<file path="src/rtl/prmcu_uart_tx_arbiter.sv">
// Round-robin arbiter that shares the UART transmit stream among N_REQ requesters.
// A grant lasts at most MAX_BURST accepted words; the granted requester passes straight through.
module prmcu_uart_tx_arbiter #(
  parameter int N_REQ     = 4,
  parameter int MAX_BURST = 4,
  parameter int DAT_W     = 9
) (
  input  logic                     clk,
  input  logic                     rst,
  input  logic                     arb_en_i,
  input  logic [N_REQ*DAT_W-1:0]   req_dat_i,
  input  logic [N_REQ-1:0]         req_vld_i,
  output logic [N_REQ-1:0]         req_rdy_o,
  output logic [DAT_W-1:0]         out_dat_o,
  output logic                     out_vld_o,
  input  logic                     out_rdy_i,
  output logic [N_REQ-1:0]         grant_o,
  output logic [$clog2(N_REQ)-1:0] grant_idx_o,
  output logic                     busy_o
);

  localparam int IDX_W = $clog2(N_REQ);
  localparam int CNT_W = $clog2(MAX_BURST + 1);

  typedef enum logic {
    ST_IDLE,
    ST_GRANT
  } state_t;

  state_t           r_state;
  state_t           w_state_nxt;
  logic [N_REQ-1:0] r_grant;
  logic [N_REQ-1:0] w_grant_nxt;
  logic [IDX_W-1:0] r_grant_idx;
  logic [IDX_W-1:0] w_grant_idx_nxt;
  logic [CNT_W-1:0] r_burst_cnt;
  logic [CNT_W-1:0] w_burst_cnt_nxt;

  logic [DAT_W-1:0] w_req_dat [N_REQ];
  logic             w_found;
  logic [IDX_W-1:0] w_sel_idx;
  logic [IDX_W:0]   w_cand;
  logic             w_gnt_vld;
  logic             w_hs;
  logic             w_last_beat;
  logic             w_release;

  always_comb begin
    for (int k = 0; k < N_REQ; k++) begin
      w_req_dat[k] = req_dat_i[k*DAT_W +: DAT_W];
    end
  end

  // r_grant_idx doubles as last_grant: the scan starts one past it and wraps.
  always_comb begin
    w_found   = 1'b0;
    w_sel_idx = '0;
    w_cand    = '0;
    for (int off = 1; off <= N_REQ; off++) begin
      w_cand = {1'b0, r_grant_idx} + (IDX_W+1)'(off);
      if (w_cand >= (IDX_W+1)'(N_REQ)) begin
        w_cand = w_cand - (IDX_W+1)'(N_REQ);
      end
      if (!w_found && req_vld_i[w_cand[IDX_W-1:0]]) begin
        w_found   = 1'b1;
        w_sel_idx = w_cand[IDX_W-1:0];
      end
    end
  end

  assign w_gnt_vld   = (r_state == ST_GRANT) && req_vld_i[r_grant_idx];
  assign w_hs        = w_gnt_vld && out_rdy_i;
  assign w_last_beat = (r_burst_cnt == CNT_W'(MAX_BURST - 1));
  assign w_release   = (r_state == ST_GRANT) &&
                       ((w_hs && w_last_beat) || !w_gnt_vld || !arb_en_i);

  always_ff @(posedge clk or negedge rst) begin
    if (!rst) begin
      r_state     <= ST_IDLE;
      r_grant     <= '0;
      r_grant_idx <= IDX_W'(N_REQ - 1);
      r_burst_cnt <= '0;
    end else begin
      r_state     <= w_state_nxt;
      r_grant     <= w_grant_nxt;
      r_grant_idx <= w_grant_idx_nxt;
      r_burst_cnt <= w_burst_cnt_nxt;
    end
  end

  // Release always lands in IDLE, which gives exactly one bubble between grants.
  always_comb begin
    w_state_nxt     = r_state;
    w_grant_nxt     = r_grant;
    w_grant_idx_nxt = r_grant_idx;
    w_burst_cnt_nxt = r_burst_cnt;
    out_dat_o       = '0;
    out_vld_o       = 1'b0;
    req_rdy_o       = '0;
    case (r_state)
      ST_IDLE: begin
        if (arb_en_i && w_found) begin
          w_state_nxt     = ST_GRANT;
          w_grant_nxt     = N_REQ'(1) << w_sel_idx;
          w_grant_idx_nxt = w_sel_idx;
          w_burst_cnt_nxt = '0;
        end
      end
      ST_GRANT: begin
        out_dat_o = w_req_dat[r_grant_idx];
        out_vld_o = w_gnt_vld;
        req_rdy_o = r_grant & {N_REQ{out_rdy_i}};
        if (w_release) begin
          w_state_nxt     = ST_IDLE;
          w_grant_nxt     = '0;
          w_burst_cnt_nxt = '0;
        end else if (w_hs) begin
          w_burst_cnt_nxt = r_burst_cnt + CNT_W'(1);
        end
      end
      default: begin
        w_state_nxt = ST_IDLE;
        w_grant_nxt = '0;
      end
    endcase
  end

  assign grant_o     = r_grant;
  assign grant_idx_o = r_grant_idx;
  assign busy_o      = (r_state == ST_GRANT);

endmodule
</file>
<file path="config.mk">
export PLATFORM = sky130hd
export DESIGN_NAME = prmcu_uart_tx_arbiter
export DESIGN_NICKNAME = d
export VERILOG_FILES = /design/src/rtl/prmcu_uart_tx_arbiter.sv
export SDC_FILE = /design/constraint.sdc
export NUM_CORES = 1
export LEC_CHECK = 0
export ABC_AREA = 1
export CORE_MARGIN = 3
export CORE_UTILIZATION = 37
export DETAILED_ROUTE_END_ITERATION = 7
export PLACE_DENSITY_LB_ADDON = 0.08
export SYNTH_ARGS = -nofsm -noshare
export SYNTH_HDL_FRONTEND = slang
export SYNTH_SLANG_ARGS = --single-unit
</file>
<file path="constraint.sdc">
create_clock -name clk -period 2.1 [get_ports clk]
set_input_delay 0.42 -clock clk [delete_from_list [all_inputs] [get_ports clk]]
set_output_delay 0.42 -clock clk [all_outputs]
set_load 0.02 [all_outputs]
</file>
-- Word level (Yosys, flattened, before mapping)
Index checks and enable logic that the tools add are counted.
- flip-flop bits (word level): 10
- bits of input ports: 44
- output and inout bits: 21
- word-level logic and storage cells: 87
- $add $sub $neg: 9
- order comparisons: 10
- eq/ne operators: 4
- shifts and indexed selects: 1
- mux-type cells: 38
- bitwise operators: 3
- reductions and logical operators: 18
- operator list (kind ; count):
    two-way mux 9 bit ; 3
    binary-select mux 9 bit (select 2 bit) ; 1
    two-way mux 2 bit ; 8
    greater-or-equal comparator 3 bit, second input constant ; 5
    less-than comparator 2 x 3 -> 1 bit, second input constant ; 5
    two-way mux 1 bit ; 12
    two-way mux 4 bit ; 3
    binary-select mux 1 bit (select 2 bit) ; 5
    two-way mux 3 bit ; 3
    logical AND 1 bit ; 8
    one-hot mux 4 bit (2 select lines) ; 1
    subtractor 2 x 1 -> 2 bit, second input constant ; 4
    adder 2 x 2 -> 3 bit, second input constant ; 2
    one-hot mux 3 bit (2 select lines) ; 1
    AND reduction 2 bit ; 3
    zero test 1 bit ; 5
    AND 4 bit ; 1
    << shifter 1 x 2 -> 4 bit, first input constant ; 1
    adder 2 x 1 -> 3 bit, second input constant ; 1
    adder 2 x 3 -> 3 bit, second input constant ; 1
    adder 3 x 1 -> 3 bit, second input constant ; 1
    equality test 3 x 2 -> 1 bit, second input constant ; 1
    inequality test 3 x 1 -> 1 bit, second input constant ; 1
    NOT 2 -> 3 bit ; 1
    5 further kinds ; 6

-- Longest topological paths before layout
Gate-level depths: netlist of run 1.
- depth in word-level cells: 18
- mapped depth: 13
- gate-level depth less buffers: 12

-- Worst setup path before layout of run 1
OpenSTA, ideal clock, no wires.
- kind: reg-to-output
- start point: reg r_grant_idx[1] (netlist: grant_idx_o[1])
- end point: out out_dat_o[7]
- arrival time: 1643 ps
- required time: 1680 ps
- slack: 37 ps
- cell stages (with the launch flop): 5
- buffers on the path: 2
- cells stage by stage: dfstp_2 buf_2 buf_1 nand3_1 a31oi_1
- longest elaborated chain between the ends: 5
- ends and longest elaborated chain (what ; line ; text):
    from (decl) ; 34 ; logic [IDX_W-1:0] r_grant_idx;
    from (signal assigned) ; 81 ; r_grant_idx <= IDX_W'(N_REQ - 1);
    from (signal assigned) ; 86 ; r_grant_idx <= w_grant_idx_nxt;
    NOT 2 -> 3 bit (implied by the code) ; 110 ; out_dat_o = w_req_dat[r_grant_idx];
    binary-select mux 9 bit (select 2 bit) ; 110 ;
    two-way mux 9 bit (implied by the code) (2 in a row) ; 110 ;
    two-way mux 9 bit ; 100 ; case (r_state)
    to (decl) ; 14 ; output logic [DAT_W-1:0] out_dat_o,
Every way passes these cells. The select of a mux whose other input is x is not followed.

-- Worst setup path after layout of run 1
- start point: reg r_grant_idx[0] (netlist: grant_idx_o[0])
- end point: out out_dat_o[1]
The elaborated chain is that of the path after synthesis.

==> impl_results.md, run 1 <==
- Clock edge transition at the registers on the reported setup and hold paths: 60 ps
- Most repeated cell in the gate-level netlist after synthesis: sky130_fd_sc_hd__nand2_1
- Setup ws final: 58.12 ps
- Post-synth net total: roughly 220
- Final period demand of the worst path: about 2000 ps
- VDD IR-drop max: between 0.9 and 1 mV
- Core Footprint: roughly 2600 µm²
- Element type at the critical path end: output port
- Upper clock frequency limit: 0.4897 GHz
- Result of the run: completed
- Antenna-violating nets left: 0
- Endpoint required time on the critical path: ~1700 ps
- Initial Util: 0.4080
- Die W: a little under 60 µm
- Synth top area cells: sky130_fd_sc_hd__dfrtp_1 19%, sky130_fd_sc_hd__nand3_1 15%, sky130_fd_sc_hd__nand2_1 14%
- Number of diodes: 0
- Placer congestion estimate: about 0.85
- H-Tree Level Count: 1
- Synth warn: 0
- Final-report max-slew violation count: 0
- Antenna violations before repair: 0
- Actual transition at the worst max-transition pin: roughly 460 ps
- Max Fanout on Critical Path: 7
- Seq/Total Area, Yosys: 0.2371
- Top flip-flop cell by instance count after synthesis: sky130_fd_sc_hd__dfrtp_1
- Power dissipated by switching net loads: approximately 0.0013 W
- Total wirelength of the detailed-routed design: ~3500 µm
- DRC violations left: 0
- Cell type with the highest aggregate area in the netlist: sky130_fd_sc_hd__dfrtp_1
- Critical path class: register to output port
- Placed standard-cell area: between 1500 and 2000 µm²
- Utilization of the core after routing: 0.7069
- Count of nets after finishing: between 200 and 300
- Proportion of layout cells with a drive suffix above 1: 0.2236
- Clk root buf: sky130_fd_sc_hd__clkbuf_4
- Final-report hold violation count: 0
- Maximum count of clock buffers along a single path: 2
- Cts hold-fix bufs: 0
- Estimated wirelength of the detail-placed design: a little under 3000 µm
- Via count of the routed design: ~1.5k
- Slack of the worst reg-to-reg path: ~190 ps
- Sort of element at the start of the critical path: register
- Commonest cells in the synthesized netlist: 40 x sky130_fd_sc_hd__nand2_1, 33 x sky130_fd_sc_hd__nand3_1, 20 x sky130_fd_sc_hd__inv_1
- TritonCTS clock tree: yes
- Violation count after the first detailed-route iteration: 64
- Clock sinks: 10
- Remaining max-slew budget at the tightest pin: 0.6918
- Overall die height: between 50 and 60 µm
- Cell-internal power: about 0.0011 W
- Wire length of the first global-routing pass: between 6000 and 7000 µm
- Number of register bits inferred by synthesis: 10
- Period utilization: 0.9723
- Unrepaired setup endpoints after global routing: true
- IO Pins: 65
- Sum of overflow across all layers after global routing: 0
- Worst Setup Slack post-DPL: -384.5 ps
- Worst clock skew on the final layout: a little under 7 ps
- Max-cap check violation count: 0
- Area enclosed by the die boundary: approximately 3600 µm²
- Area growth syn-to-layout: 73.24%
- Finished Layout Cells: around 280
- Cell area after technology mapping: ~1100 µm²
- Pin count of the biggest net entering global routing: 25
- Clk_lat worst skew: about 270 ps
- Share of power burned in registers: 0.141
- Count of flip-flops with a built-in enable after synthesis: 0
- Vias per cell: 5.268
- Synth Area per Inst: approximately 6.3 µm²
- Switching share of total power: 0.5395
- DRT Pass-1 Iters: 4
- Placement row count: 18
- Number of cells produced by synthesis: 170
- Total design power: 0.002362 W
- Post-synthesis async set-or-reset flop share: 1.000
- GRT Overall Usage: 0.2259
- Power density over cell area: between 1000 and 1500 nW/µm²
- Hold Crit Class: primary input to async pin
- Clock power frac: 0.056
- Share of the synthesized area in the top cell type: 0.1878
- Final Setup Violations: 0
- Clock buffer count from CTS: 3
- Placed Instances: around 270
- Count of cell types in the netlist: 29
- DR WL/cell: 12.84 µm
- Cell area after layout: between 1500 and 2000 µm²
- Number of global-route vias before repair: approximately 1.5k
- Logic pwr share: 0.803
- Arrival time at the worst endpoint: around 1600 ps
- Static Leakage: slightly below 0.9 nW
- Number of buffers added on ports: between 60 and 70
[state kept, by name, indices dropped and copies added, names as in the netlist]
register / count
grant_o: 4
r_burst_cnt: 3
grant_idx_o: 2
busy_o: 1
[cell families (layout without fill, tap and decap cells)]
group / Yosys count / count (layout) / share of synthesized area
buf+inv: 31 / 107 / 0.1221
fa+ha+maj: 2 / 2 / 0.02347
simple gates: 98 / 98 / 0.4436
flops: 10 / 10 / 0.2371
compound gates: 29 / 29 / 0.1737
[layout make-up]
type                    count  area (µm²)
well taps                  30       37.54
multi-input cells         129       705.7
inverters                  25       103.9
clock buffers               3       22.52
flip-flops and latches     10       252.7
fillers                   218       765.7
repair buffers             79       724.4
[worst max-delay path: stages, from the launching register on]
cell,delay [ps]
sky130_fd_sc_hd__dfstp_2,640
sky130_fd_sc_hd__buf_4,200
sky130_fd_sc_hd__nand3_1,90
sky130_fd_sc_hd__a31oi_1,230
sky130_fd_sc_hd__buf_4,180
[routing by layer]
layer	global-route usage	part of all wire	vias to the layer above
met5	0	0	-
met4	0.09494	0.023	0
met3	0.07991	0.067	13
met2	0.3796	0.52	44
met1	0.2569	0.39	669
li1	-	-	728
[power groups by stage]
stage | clock network [W] | registers, W | logic (W)
2_1_floorplan | 0 | 0.000377 | 0.00114
3_3_place_gp | 0 | 0.000332 | 0.00183
3_5_place_dp | 0 | 0.000334 | 0.00187
4_1_cts | 0.000138 | 0.000332 | 0.00179
5_1_grt | 0.000149 | 0.000345 | 0.00209
6_report | 0.000133 | 0.000334 | 0.00190
[through the flow]
step,hold slack (ps),TNS (ps)
after global routing,501.2,-47.04
after detailed placement,522.6,-2065
after global placement,517.8,-1925
after CTS,482.4,-9.240
final,462.2,0
after floorplan,124.4,0
[path summary, 6_finish.rpt]
kind / from / endpoint / depth (start not counted)
worst max-delay path: grant_idx_o[0] / out_dat_o[1] / 4
worst min-delay path: rst / grant_o[0] / 1
worst max register to register: grant_idx_o[0] / r_burst_cnt[1] / 11
worst min register to register: grant_o[2] / grant_o[2] / 2
max in group asynchronous: rst / grant_idx_o[1] / 1
min in group clk: grant_o[2] / grant_o[2] / 2
[placed cells by master, fill, tap and decap left out, drive strengths merged]
cell type,instances
a21boi,1
a21oi,3
a22oi,9
a31oi,9
buf,25
clkbuf,3
clkdlybuf4s50,48
dfrtp,8
dfstp,2
dlygate4sd2,6
ha,2
inv,25
nand2,48
nand3,35
nand4,2
nor2,12
nor3,1
o21ai,7
[timing repair]
action	in CTS	in global routing
buffers inserted	0	1
pin swaps	0	3
endpoints found under the setup margin	16	10
resized for setup	57	18
gates cloned	0	0
(Power assumes the default switching activity.)
==> run 2: changes to the inputs <==
--- a/config.mk
+++ b/config.mk
@@ -9,6 +9,7 @@
 export CORE_MARGIN = 3
 export CORE_UTILIZATION = 37
 export DETAILED_ROUTE_END_ITERATION = 7
+export MAX_ROUTING_LAYER = met4
 export PLACE_DENSITY_LB_ADDON = 0.08
 export SYNTH_ARGS = -nofsm -noshare
 export SYNTH_HDL_FRONTEND = slang
==> impl_results.md, run 2 (same netlist as run 1, synthesis figures left out) <==
- Upper clock frequency limit: around 0.48 GHz
- Clock edge transition at the registers on the reported setup and hold paths: around 60 ps
- Area growth syn-to-layout: 74.88%
- DRT Pass-1 Iters: 4
- Setup ws final: 34.09 ps
- Count of nets after finishing: about 290
- H-Tree Level Count: 1
- Placement row count: 18
- VDD IR-drop max: roughly 0.94 mV
- Sum of overflow across all layers after global routing: 0
- Largest stage delay, worst path: 640 ps
- Sum of negative setup slack: 0 ps
- Unrepaired setup endpoints after global routing: true
- Commonest non-fill, non-tap cells in the layout: 48 x sky130_fd_sc_hd__clkdlybuf4s50_1, 38 x sky130_fd_sc_hd__nand2_1, 33 x sky130_fd_sc_hd__nand3_1, 20 x sky130_fd_sc_hd__inv_1, 19 x sky130_fd_sc_hd__buf_4
- GRT Overall Usage: 0.2328
- CP most frequent cell: sky130_fd_sc_hd__buf_4
- Clk root buf: sky130_fd_sc_hd__clkbuf_4
- Clock buffer count from CTS: 3
- Vias per cell: ~5.3
- Proportion of layout cells with a drive suffix above 1: 0.2358
- Maximum count of clock buffers along a single path: 2
- Cell with the biggest individual delay on the critical path: sky130_fd_sc_hd__dfstp_2
- Hold Crit Class: primary input to async pin
- Largest delay share family, worst path: flip-flops
- Placer congestion estimate: around 0.86
- Final-report max-slew violation count: 0
- Final Setup Violations: 0
- Clk_lat worst skew: around 270 ps
- Die W: ~60 µm
- Worst Setup Slack post-DPL: -384.5 ps
- Number of buffers added on ports: 64
- Filler Cells Inserted: roughly 210
- DR WL/cell: between 10 and 15 µm
- Antenna violations before repair: 0
- Number of global-route vias before repair: 1455
- Critical path buffers and inverters: 2
- Area used by multi-input combinational logic: between 700 and 800 µm²
- Violation count after the first detailed-route iteration: 36
- Final period demand of the worst path: 2066 ps
- Actual transition at the worst max-transition pin: roughly 460 ps
- Final-report hold violation count: 0
- Antenna-violating nets left: 0
- IO Pins: 65
- Area enclosed by the die boundary: around 3600 µm²
- Cells along the critical path: buf_4 -> nand3_1 -> a31oi_1 -> buf_4
- Most common library cell in the layout ignoring fill and taps: sky130_fd_sc_hd__clkdlybuf4s50_1
- Max Fanout on Critical Path: 7
- Worst clock skew on the final layout: between 6 and 7 ps
- Result of the run: completed
- Arrival time at the worst endpoint: 1650 ps
- Wire length of the first global-routing pass: 6154 µm
- Static Leakage: 0.8856 nW
- TritonCTS clock tree: yes
- Cts hold-fix bufs: 0
- FF+latch area: 252.7 µm²
- Sort of element at the start of the critical path: register
- Total wirelength of the detailed-routed design: approximately 3700 µm
- Endpoint required time on the critical path: 1680 ps
- Utilization of the core after routing: 0.7136
- Element type at the critical path end: output port
- Number of diodes: 0
- DRC violations left: 0
- Period utilization: 0.9838
- Max-cap check violation count: 0
- Power density over cell area: 1284 nW/µm²
- Critical path class: register to output port
- Pin count of the biggest net entering global routing: 25
- Remaining max-slew budget at the tightest pin: 0.6918
- Estimated wirelength of the detail-placed design: 2922 µm
- Flip-flop count of the largest register after layout: 4
- Overall die height: a little under 60 µm
- Core Footprint: 2613 µm²
- Initial Util: 0.4080
- Via count of the routed design: around 1.5k
- Clock sinks: 10
run 2: path summary, 6_finish.rpt:
check | start | endpoint | slack, ps | cells past startpoint
max | grant_idx_o[0] | out_dat_o[1] | 30 | 4
min reg2reg | grant_o[2] | grant_o[2] | 540 | 2
min | rst | grant_o[0] | 460 | 1
max reg2reg | grant_idx_o[0] | r_burst_cnt[1] | 190 | 11
min in group clk | grant_o[2] | grant_o[2] | 540 | 2
max in group asynchronous | rst | grant_idx_o[1] | 1290 | 1
run 2: final cells by class:
cell class,instances,area share
Inverter,25,0.05705
Tap cell,30,0.02013
Multi-Input combinational cell,129,0.3866
Sequential cell,10,0.1356
Timing Repair Buffer,79,0.3886
Clock buffer,3,0.01208
run 2: where the power goes:
| group | total, W | internal (W) | switching (W) |
|---|---|---|---|
| clock network | 0.000133 | 0.0000663 | 0.0000665 |
| registers | 0.000333 | 0.000267 | 0.0000665 |
| logic | 0.00193 | 0.000765 | 0.00116 |
run 2: repair_timing:
| item | in CTS | in global routing |
|---|---|---|
| setup buffers | 0 | 1 |
| resized for setup | 57 | 22 |
| pin swaps | 0 | 5 |
| setup endpoints to repair | 16 | 11 |
| gates cloned | 0 | 0 |
run 2: layer usage:
metal,GRT usage,vias up,wire length (µm)
li1,-,728,-
met1,0.2635,680,1431
met2,0.3781,42,1890
met3,0.07343,15,219
met4,0.09494,0,109
met5,-,-,0
run 2: per-stage QoR:
stage / cell area [µm²] / cells / hold slack [ps] / power [W]
after floorplan: 1066 / 170 / 124.4 / 0.001519
after global placement: 1818 / 272 / 517.8 / 0.002166
after detailed placement: 1818 / 272 / 522.6 / 0.002209
after CTS: 1785 / 275 / 482.4 / 0.002261
after global routing: 1864 / 276 / 496.9 / 0.002617
final: 1864 / 276 / 461.0 / 0.002393
==> run 3: changes to the inputs <==
==> constraint.sdc (replaced) <==
create_clock -name clk -period 2.1 [get_ports clk]
set_input_delay 0.42 -clock clk [delete_from_list [all_inputs] [get_ports clk]]
set_output_delay 0.42 -clock clk [all_outputs]
set_load 0.01 [all_outputs]
==> impl_results.md, run 3 (same netlist as run 1, synthesis figures left out) <==
- Number of diodes: 0
- Sort of element at the start of the critical path: register
- Initial Util: 0.4080
- IO Pins: 65
- Clock edge transition at the registers on the reported setup and hold paths: 80 ps
- Cell with the biggest individual delay on the critical path: sky130_fd_sc_hd__dfstp_2
- Actual transition at the worst max-transition pin: 480.2 ps
- DRT Pass-1 Iters: 4
- Cts hold-fix bufs: 0
- Final Setup Violations: 1
- Switching share of total power: 0.5260
- Capture point of the worst reg-to-reg path: r_burst_cnt[0]
- Maximum count of clock buffers along a single path: 2
- Area growth syn-to-layout: 73.24%
- Violation count after the first detailed-route iteration: 67
- Max Fanout on Critical Path: 4
- Antenna violations before repair: 0
- Endpoint required time on the critical path: approximately 1700 ps
- Final-report hold violation count: 0
- Clk_lat worst skew: approximately 270 ps
- Placed standard-cell area: 1818 µm²
- Sum of overflow across all layers after global routing: 0
- Largest stage delay, worst path: between 500 and 600 ps
- Final period demand of the worst path: between 2000 and 2500 ps
- Period utilization: 1.005
- Cell-internal power: between 0.001 and 0.0015 W
- Clock sinks: 10
- Violated checks: negative setup slack
- Placement row count: 18
- Worst clock skew on the final layout: about 15 ps
- Overall die height: roughly 60 µm
- Via count of the routed design: 1456
- Cell area after layout: 1847 µm²
- DRC violations left: 0
- Utilization of the core after routing: 0.7069
- Filler Cells Inserted: around 250
- GRT Overall Usage: 0.2296
- TritonCTS clock tree: yes
- Upper clock frequency limit: 0.4739 GHz
- Worst reg-to-reg path cell count: 12
- Element type at the critical path end: output port
- Antenna-violating nets left: 0
- Setup ws final: -10.30 ps
- Estimated wirelength of the detail-placed design: a little under 3000 µm
- Proportion of layout cells with a drive suffix above 1: 0.2146
- Core Footprint: 2613 µm²
- Sum of negative setup slack: -10.30 ps
- Unrepaired setup endpoints after global routing: true
- Most common library cell in the layout ignoring fill and taps: sky130_fd_sc_hd__clkdlybuf4s50_1
- Count of nets after finishing: a little under 300
- Remaining max-slew budget at the tightest pin: 0.6789
- CP most frequent cell: sky130_fd_sc_hd__nor2_2
- Total design power: between 0.002 and 0.0025 W
- Share of power burned in registers: 0.143
- Number of global-route vias before repair: ~1.4k
- Die W: around 60 µm
- Critical path class: register to output port
- Slack of the worst reg-to-reg path: about 90 ps
- DR WL/cell: 13.25 µm
- Result of the run: complete, but fails checks
- Static Leakage: ~0.95 nW
- Max-cap check violation count: 0
- Number of stages on the worst setup path: 8
- Total wirelength of the detailed-routed design: between 3000 and 4000 µm
- Pin count of the biggest net entering global routing: 25
- Wire length of the first global-routing pass: between 6000 and 7000 µm
- Clk root buf: sky130_fd_sc_hd__clkbuf_4
- Power density over cell area: 1221 nW/µm²
- Commonest non-fill, non-tap cells in the layout: 49 x sky130_fd_sc_hd__clkdlybuf4s50_1, 39 x sky130_fd_sc_hd__nand2_1, 33 x sky130_fd_sc_hd__nand3_1, 20 x sky130_fd_sc_hd__inv_1, 14 x sky130_fd_sc_hd__buf_4
- Number of buffers added on ports: 64
- H-Tree Level Count: 1
- Power dissipated by switching net loads: 0.001186 W
- Largest delay share family, worst path: flip-flops
- R2R Path Start: grant_idx_o[0]
- Hold Crit Class: primary input to async pin
- Arrival time at the worst endpoint: roughly 1700 ps
- Clock power frac: 0.060
- Logic pwr share: 0.797
- Area enclosed by the die boundary: around 3600 µm²
- Placer congestion estimate: roughly 0.86
- Flip-flop count of the largest register after layout: 4
- Clock buffer count from CTS: 3
- Final-report max-slew violation count: 0
- VDD IR-drop max: 1.001 mV
- Cells along the critical path: buf_4 -> buf_4 -> nand2_1 -> nand2_2 -> nor2_2 -> nor2_2 -> nor2_2 -> buf_2
- Vias per cell: roughly 5.3
- Critical path buffers and inverters: 3
-- run 3: changes by cell type in the layout (fill, tap and decap cells not counted), sizes merged --
cell,before,now
dlymetal6s2s,0,5
clkdlybuf4s50,48,49
clkinv,1,2
dlygate4sd2,6,0
buf,25,24
clkbuf,3,5
inv,24,23
-- run 3: layout make-up --
| class | instances | area, µm² | share of cell area |
|---|---|---|---|
| Timing Repair Buffer | 80 | 730.7 | 0.3957 |
| Clock buffer | 3 | 22.52 | 0.01220 |
| Tap cell | 30 | 37.54 | 0.02033 |
| Sequential cell | 10 | 252.7 | 0.1369 |
| Inverter | 25 | 108.9 | 0.05894 |
| Multi-Input combinational cell | 129 | 694.4 | 0.3760 |
-- run 3: power by group through the flow --
stage               registers [W]  logic (W)  clock network [W]
finish                   0.000323    0.00180           0.000136
global route             0.000331    0.00197           0.000151
CTS                      0.000320    0.00180           0.000138
detailed placement       0.000333    0.00177                  0
global placement         0.000332    0.00173                  0
floorplan                0.000341    0.00107                  0
-- run 3: routing by layer --
layer	wire length (µm)	GRT usage	vias to the layer above
met3	197	0.06048	8
met5	0	-	-
met4	67	0.06013	0
li1	-	-	730
met1	1429	0.2543	671
met2	1976	0.4043	47
-- run 3: how the worst max path moves through the flow --
stage                         startpoint      endpoint  slack, ps
after global placement      req_vld_i[3]     out_vld_o       -290
after CTS                 grant_idx_o[0]  out_dat_o[1]        -40
after global routing      grant_idx_o[0]     out_vld_o        -90
after floorplan           grant_idx_o[1]  out_dat_o[7]        240
after detailed placement    req_vld_i[2]     out_vld_o       -320
final                     grant_idx_o[0]     out_vld_o        -10
-- run 3: worst reg2reg max path, stage by stage (launching register included) --
cell and delay (ps):
sky130_fd_sc_hd__dfstp_2 590, sky130_fd_sc_hd__buf_4 130, sky130_fd_sc_hd__buf_4 110, sky130_fd_sc_hd__nand2_1 90, sky130_fd_sc_hd__nand2_2 100, sky130_fd_sc_hd__nor2_2 50, sky130_fd_sc_hd__nor2_2 130, sky130_fd_sc_hd__buf_4 160
sky130_fd_sc_hd__nand3_2 130, sky130_fd_sc_hd__nand2_4 150, sky130_fd_sc_hd__nand3_4 100, sky130_fd_sc_hd__nand2_1 70, sky130_fd_sc_hd__o21ai_1 60
-- run 3: through the flow --
stage / cells / hold WS, ps / worst slack [ps]
floorplan: 170 / 124.4 / 241.4
global placement: 272 / 517.8 / -291.4
detailed placement: 272 / 522.6 / -318.3
CTS: 277 / 488.5 / -40.62
global route: 277 / 507.5 / -85.96
finish: 277 / 466.8 / -10.30
-- run 3: what timing repair did --
action,4_1_cts,5_1_grt
resized for setup,33,22
hold endpoints to repair,0,0
setup buffers,2,0
endpoints found under the setup margin,10,16
pin swaps,1,3
